## config.mk

```make
export PLATFORM = sky130hd
export DESIGN_NAME = arbiter_grant_server
export DESIGN_NICKNAME = d
export VERILOG_FILES = /design/src/rtl/arbiter_grant_server.sv
export SDC_FILE = /design/constraint.sdc
export NUM_CORES = 1
export LEC_CHECK = 0
export BUFFER_PORTS_ARGS = -buffer_cell sky130_fd_sc_hd__buf_2
export CORE_MARGIN = 5
export CORE_UTILIZATION = 58
export CTS_CLUSTER_DIAMETER = 120
export CTS_CLUSTER_SIZE = 20
export DETAILED_ROUTE_END_ITERATION = 16
export PLACE_DENSITY = 0.81
export REMOVE_ABC_BUFFERS = 1
export SKIP_LAST_GASP = 1
export SYNTH_ARGS = -nofsm -noshare
export SYNTH_HDL_FRONTEND = slang
export SYNTH_SLANG_ARGS = --single-unit
```

## constraint.sdc

```tcl
create_clock -name clk -period 2.83 [get_ports clk]
set_clock_uncertainty 0.2 [all_clocks]
set_input_delay 0.1415 -clock clk [delete_from_list [all_inputs] [get_ports clk]]
set_output_delay 0.1415 -clock clk [all_outputs]
set_load 0.005 [all_outputs]
```

## src/rtl/arbiter_grant_server.sv

```systemverilog
// Grant consumer for the arbiter_iwrr handshake: accepts one-hot grants,
// services each for a fixed number of cycles, pulses a per-requester done,
// keeps saturating per-requester grant counters and flags multi-hot grants.
//
//   state | meaning
//   IDLE  | grant_ready high, waiting for a one-hot grant
//   SERVE | grant in service, down-counter running (held by svc_stall)
module arbiter_grant_server #(
  parameter int P_REQUESTER_NUM  = 4,
  parameter int P_SERVICE_CYCLES = 3,
  parameter int P_CNT_W          = 8
) (
  input  logic                                 clk,
  input  logic                                 rst_n,
  input  logic [P_REQUESTER_NUM-1:0]           grant_valid,
  output logic                                 grant_ready,
  input  logic                                 svc_stall,
  output logic                                 svc_busy,
  output logic [$clog2(P_REQUESTER_NUM)-1:0]   svc_idx,
  output logic [P_REQUESTER_NUM-1:0]           svc_done,
  output logic [P_REQUESTER_NUM*P_CNT_W-1:0]   grant_cnt,
  input  logic                                 cnt_clr,
  output logic                                 onehot_err,
  input  logic                                 err_clr
);

  localparam int IDX_W = $clog2(P_REQUESTER_NUM);
  localparam int SVC_W = (P_SERVICE_CYCLES > 1) ? $clog2(P_SERVICE_CYCLES) : 1;
  localparam logic [SVC_W-1:0]   SVC_LOAD = SVC_W'(P_SERVICE_CYCLES - 1);
  localparam logic [P_CNT_W-1:0] CNT_MAX  = '1;

  typedef enum logic {IDLE, SERVE} state_t;

  state_t           state;
  logic [SVC_W-1:0] svc_cnt;
  logic             hot_any;
  logic             hot_multi;
  logic [IDX_W-1:0] hot_idx;
  logic             accept;
  logic             bad_grant;

  // Decode grant_valid: index of the set bit and whether more than one is set
  always_comb begin
    hot_any   = 1'b0;
    hot_multi = 1'b0;
    hot_idx   = '0;
    for (int i = 0; i < P_REQUESTER_NUM; i++) begin
      if (grant_valid[i]) begin
        if (hot_any) hot_multi = 1'b1;
        hot_any = 1'b1;
        hot_idx = IDX_W'(i);
      end
    end
  end

  // grant_ready is only ever high in IDLE, so it alone qualifies the handshake
  assign accept    = grant_ready & hot_any & ~hot_multi;
  assign bad_grant = grant_ready & hot_multi;

  // Service FSM with registered handshake and status outputs
  always_ff @(posedge clk or negedge rst_n) begin
    if (!rst_n) begin
      state       <= IDLE;
      svc_cnt     <= '0;
      grant_ready <= 1'b0;
      svc_busy    <= 1'b0;
      svc_idx     <= '0;
      svc_done    <= '0;
    end else begin
      svc_done <= '0;
      case (state)
        IDLE: begin
          if (accept) begin
            state       <= SERVE;
            svc_idx     <= hot_idx;
            svc_cnt     <= SVC_LOAD;
            grant_ready <= 1'b0;
            svc_busy    <= 1'b1;
          end else begin
            grant_ready <= 1'b1;
          end
        end
        SERVE: begin
          if (!svc_stall) begin
            if (svc_cnt == '0) begin
              state       <= IDLE;
              svc_done    <= P_REQUESTER_NUM'(1) << svc_idx;
              grant_ready <= 1'b1;
              svc_busy    <= 1'b0;
            end else begin
              svc_cnt <= svc_cnt - 1'b1;
            end
          end
        end
        default: begin
          state       <= IDLE;
          grant_ready <= 1'b0;
          svc_busy    <= 1'b0;
        end
      endcase
    end
  end

  // Per-requester saturating grant counters; a clear beats a same-cycle increment
  always_ff @(posedge clk or negedge rst_n) begin
    if (!rst_n) begin
      grant_cnt <= '0;
    end else if (cnt_clr) begin
      grant_cnt <= '0;
    end else if (accept) begin
      for (int i = 0; i < P_REQUESTER_NUM; i++) begin
        if ((hot_idx == IDX_W'(i)) && (grant_cnt[i*P_CNT_W +: P_CNT_W] != CNT_MAX)) begin
          grant_cnt[i*P_CNT_W +: P_CNT_W] <= grant_cnt[i*P_CNT_W +: P_CNT_W] + 1'b1;
        end
      end
    end
  end

  // Sticky multi-hot flag; a new error outranks a same-cycle clear
  always_ff @(posedge clk or negedge rst_n) begin
    if (!rst_n) begin
      onehot_err <= 1'b0;
    end else if (bad_grant) begin
      onehot_err <= 1'b1;
    end else if (err_clr) begin
      onehot_err <= 1'b0;
    end
  end

endmodule

```

* Word level (Yosys, flattened, before mapping)
Cells that the tools add are included.
** Cells by class
- Bitwise operators :: 5
- Equality and inequality tests :: 11
- Reductions and logical operators :: 20
- Shifts and indexed selects :: 1
- $add $sub $neg :: 5
- Muxes and demuxes :: 40
** Operators with widths (count)
- 2-to-1 mux 32 bit :: 2
- adder 8 x 1 -> 8 bit (second input constant) :: 4
- 2-to-1 mux 8 bit :: 4
- != test 8 bit (second input constant) :: 4
- 2-to-1 mux 1 bit :: 22
- 2-to-1 mux 4 bit :: 3
- AND reduction 2 bit :: 6
- nonzero test 2 bit :: 6
- 2-to-1 mux 2 bit :: 5
- != test 2 bit (second input constant) :: 3
- one-hot mux 1 bit (2 select lines) :: 3
- AND reduction 3 bit :: 2
- equality test 2 bit (second input constant) :: 2
- logical AND 1 bit :: 4
- logical NOT 2 bit :: 2
- one-hot mux 2 bit (2 select lines) :: 1
- << shifter 1 x 2 -> 4 bit (first input constant) :: 1
- AND 1 bit :: 3
- equality test 2 x 1 -> 1 bit (second input constant) :: 1
- != test 2 x 1 -> 1 bit (second input constant) :: 1
- inverter 1 bit :: 2
- subtractor 2 x 1 -> 2 bit (second input constant) :: 1
** Word-level totals
- Register bits after elaboration :: 44
- Input port bits :: 9

* Depth between registers and ports, before layout
- Depth after elaboration :: 11
- Gate-level depth with buffers :: 6
- Gate-level depth less buffers :: 5

* Worst setup path after synthesis
OpenSTA, ideal clock, no wires.
- Path type :: input port to flip-flop
- Start :: input port grant_valid[1]
- End :: register grant_cnt[14]
- Setup slack :: 0.857 ns
- Path buffers :: 1
- Arrival :: 1.695 ns
- Stages on the path :: 5
- Setup time :: 0.078 ns
- Cell sequence :: buf_4 or4b_4 or4b_4 or3_1 a21oi_1
** On the way
- Word-level cells in the longest chain between the ends :: 9
** Ends and longest elaborated chain
- from (decl) :: RTL line 15 : input logic [P_REQUESTER_NUM-1:0] grant_valid,
- 2-to-1 mux 1 bit :: RTL line 48 : if (grant_valid[i]) begin
- 2-to-1 mux 1 bit :: RTL line 49 : if (hot_any) hot_multi = 1'b1;
- 2-to-1 mux 1 bit :: RTL line 48
- 2-to-1 mux 1 bit :: RTL line 49
- 2-to-1 mux 1 bit :: RTL line 48
- inverter 1 bit :: RTL line 57 : assign accept = grant_ready & hot_any & ~hot_multi;
- AND 1 bit :: RTL line 57
- nonzero test 2 bit (no line)
- AND reduction 2 bit (no line) (*)
- to (signal, indexed assignment) :: RTL line 113 : grant_cnt[i*P_CNT_W +: P_CNT_W] <= grant_cnt[i*P_CNT_W +: P_CNT_W] + 1'b1;
- to (decl) :: RTL line 21 : output logic [P_REQUESTER_NUM*P_CNT_W-1:0] grant_cnt,
Every way passes the cells marked *; elsewhere a longest branch is shown, timed or not.
A chain may end at the register's enable or synchronous reset.

* Worst setup path after layout
- Start :: register grant_ready
- End :: register grant_cnt[31]
** On the way
- Word-level cells in the longest chain between the ends :: 4
** Ends and longest elaborated chain
- from (decl) :: RTL line 16 : output logic grant_ready,
- from (signal assigned) :: RTL line 65 : grant_ready <= 1'b0;
- from (signal assigned) :: RTL line 77 : grant_ready <= 1'b0;
- from (signal assigned) :: RTL line 80 : grant_ready <= 1'b1;
- AND 1 bit (2 in series) :: RTL line 57
- nonzero test 2 bit (no line)
- AND reduction 2 bit (no line)
No other way between the ends.

==> results.toml <==
[pwr]
power.leakage_nw = 1.29
vdd_drop_max_v = 0.000402
power-per-cell-area_nw_per_um2 = 562

[layout]
layout.cells.most_common_list = "49 x buf_2, 44 x dfrtp_1, 27 x nor2_1"
syn_to_final_growth_pct = 18.2
filler_cell_count = 302
ant_diodes = 0
mostFrequentLayoutCell = "buf_2"
nNetsFinal = 303
layout-drive-gt1-share_pct = 21.7

[sta]
setup_viol_count_final = 0
finalWorstPathRequiredPeriod_ps = 2180
slew_violations = 0
fin_crit_sh_pct = 76.9
relSlewSlack_pct = 36.4
hold_violations = 0
fmax_ghz = 0.459
hold_ws_ps = 27.5
transition_time_at_the_pin_with_the_least_slew_margin_ps = 954
grt_setup_unrepaired = "no"
fin_tns_setup_ps = 0

[floorplan]
start_util_pct = 61.2
design.die.area_sq_um = 5310
die_width_um = 72.9
rows = 22
die_height_um = 72.9
pin_count = 50
placeableCoreArea_sq_um = 3740

[yosys]
seq_area_frac_synth_pct = 48.0
ys_warn_count = 0
post_synth.cell_area_avg_sq_um = 9.63
async_reset_ff_share_pct = 100
synth_top_cell_by_area = "dfrtp_1"
synth-edff-count = 0
postSynth.topFlopCell = "dfrtp_1"
synthCells = 238
netlist_top_cells_area = "dfrtp_1 48%, nor2_1 4.4%, a21oi_1 3.5%, o21ai_0 3.5%, xor2_1 3.4%"
synth.top_cell.area_share_pct = 48.0
syn-cell-area_sq_um = 2290
synth_cell_type_count = 45
flip_flop_and_latch_count_after_synthesis = 44

[grt]
global_route.peak_usage_layer = "met2"
grt_util_met2_pct = 29.7
number_of_global_route_vias_before_repair = 1834
initial_antenna_violation_count = 0
grt_overflow = 0
global_route_met1_usage_pct = 26.2
global_route.usage.total_pct = 19.5
grt_first_pass_wirelength_um = 8180
pin_count_of_the_biggest_net_entering_global_routing = 45
gr_layer_usage_met3_pct = 4.96

[setup_path]
timing.critical_path.fanout_max = 14
setup.worst_path.start_class = "flip-flop"
critical_path_class = "flip-flop to flip-flop"
slowest_delay_ps = 600
worst-endpoint-arrival_ps = 2200
ff2ff_setup_slack_ps = 650
timing.critical_path.to_type = "flip-flop"
path_cells = "nor2b_1 > o211ai_1 > or4_1 > a21oi_1"
worst_ep_required_time_ps = 2850
slowest_stage = "or4_1"

[drt]
drt_iter0_drc = 125
detail_route.wirelength_um = 4780
remaining_drc_errors = 0
drt_first_pass_iters = 4
wl_per_cell_um = 14.1
average_via_count_per_standard_cell = 5.93
num_vias = 2006
route.antenna.remaining_nets = 0

[cts]
htree_num_levels = 2
number_of_buffers_on_the_longest_clock_path = 2
cts_tree = "built"
clkSinkCount = 44
cts.root.buffer_cell = "clkbuf_8"
worst_setup_hold_path_clk_slew_ps = 80
clock_latency_ps = 300
number_of_buffers_created_by_cts = 5

[placed_design]
placement.io_buffers = 49
dp_hpwl_um = 3360
place_congestion = 0.816

[outcome]
run_status = "finished, final reports clean"

[flow_run]
max_cap_violations = 0

[worst_hold_path]
hold_path_class = "input pin to flip-flop"
final cells by class:
class | instances | area, sq um | share of cell area (%)
multi-input combinational | 177 | 1120 | 41.5
sequential | 44 | 1100 | 40.6
timing repair buffer | 53 | 283 | 10.4
clock buffer | 5 | 68.8 | 2.54
tap | 48 | 60.1 | 2.22
clock inverter | 3 | 42.5 | 1.57
inverter | 8 | 30.0 | 1.11
flip-flops by register name (all words and copies together), names as in the netlist:
signal       cells
svc_busy         1
onehot_err       1
grant_ready      1
state            1
svc_cnt          2
svc_idx          2
grant_cnt       32
svc_done         4
routing by layer:
| metal | vias to the layer above | routed length [um] |
|---|---|---|
| met5 | - | 0 |
| met4 | 0 | 93 |
| met3 | 10 | 323 |
| met2 | 66 | 2150 |
| met1 | 952 | 2220 |
| li1 | 978 | - |
cells in the mapped netlist (4+ instances only):
| cell | count |
|---|---|
| a21oi_1 | 16 |
| and3_1 | 4 |
| clkbuf_1 | 8 |
| dfrtp_1 | 44 |
| ha_1 | 5 |
| inv_1 | 8 |
| mux2i_1 | 4 |
| nand2_1 | 16 |
| nand3_1 | 9 |
| nand4_1 | 8 |
| nor2_1 | 27 |
| nor3_1 | 4 |
| o21ai_0 | 16 |
| o31ai_1 | 6 |
| or3_1 | 9 |
| or4_1 | 4 |
| xor2_1 | 9 |
critical path: cells and delay by family, from the launching register on:
family | cells | cell delay [ps]
and+or+nand+nor | 2 | 820
AOI/OAI and AO/OA | 2 | 550
DFF | 1 | 540
worst paths after layout:
check,cells past startpoint,from,end
worst max-delay path,4,grant_ready$_DFFE_PN0P_,grant_cnt[31]$_DFFE_PN0P_
worst min-delay path,3,grant_valid[1],onehot_err$_DFFE_PN0P_
worst max register to register,4,grant_ready$_DFFE_PN0P_,grant_cnt[31]$_DFFE_PN0P_
worst min register to register,2,svc_busy$_DFFE_PN0P_,svc_busy$_DFFE_PN0P_
max in group asynchronous,2,rst_n,grant_cnt[23]$_DFFE_PN0P_
min in group asynchronous,2,rst_n,svc_done[0]$_DFF_PN0_
metrics by stage:
step	cells	area [sq um]	utilization [%]	setup slack [ps]	total power, W
floorplan	229	2250	-	899	0.000929
global placement	327	2570	68.6	713	0.00104
detailed placement	327	2570	68.6	655	0.00105
CTS	338	2710	72.4	698	0.00154
global route	338	2710	72.4	478	0.00161
finish	338	2710	72.4	652	0.00152
logic make-up after synthesis:
group,synth area share (%)
xor+xnor,4.20
simple gates,24.2
buf+inv,2.95
flops,48.0
compound gates,15.7
fa+ha+maj,3.17
mux,1.75
repair_timing:
action | 4_1_cts | 5_1_grt
resized for setup | 0 | 0
buffers inserted | 0 | 0
endpoints found under the setup margin | 0 | 0
endpoints found under the hold margin | 47 | 0
hold buffers | 3 | 0
report_power, final:
group          internal (W)  total [W]  switching [W]  leakage, nW
Clock              0.000261   0.000483       0.000222       0.0541
Sequential         0.000692   0.000761      0.0000688        0.596
Combinational      0.000130   0.000279       0.000149        0.644
(Power assumes the default switching activity.)
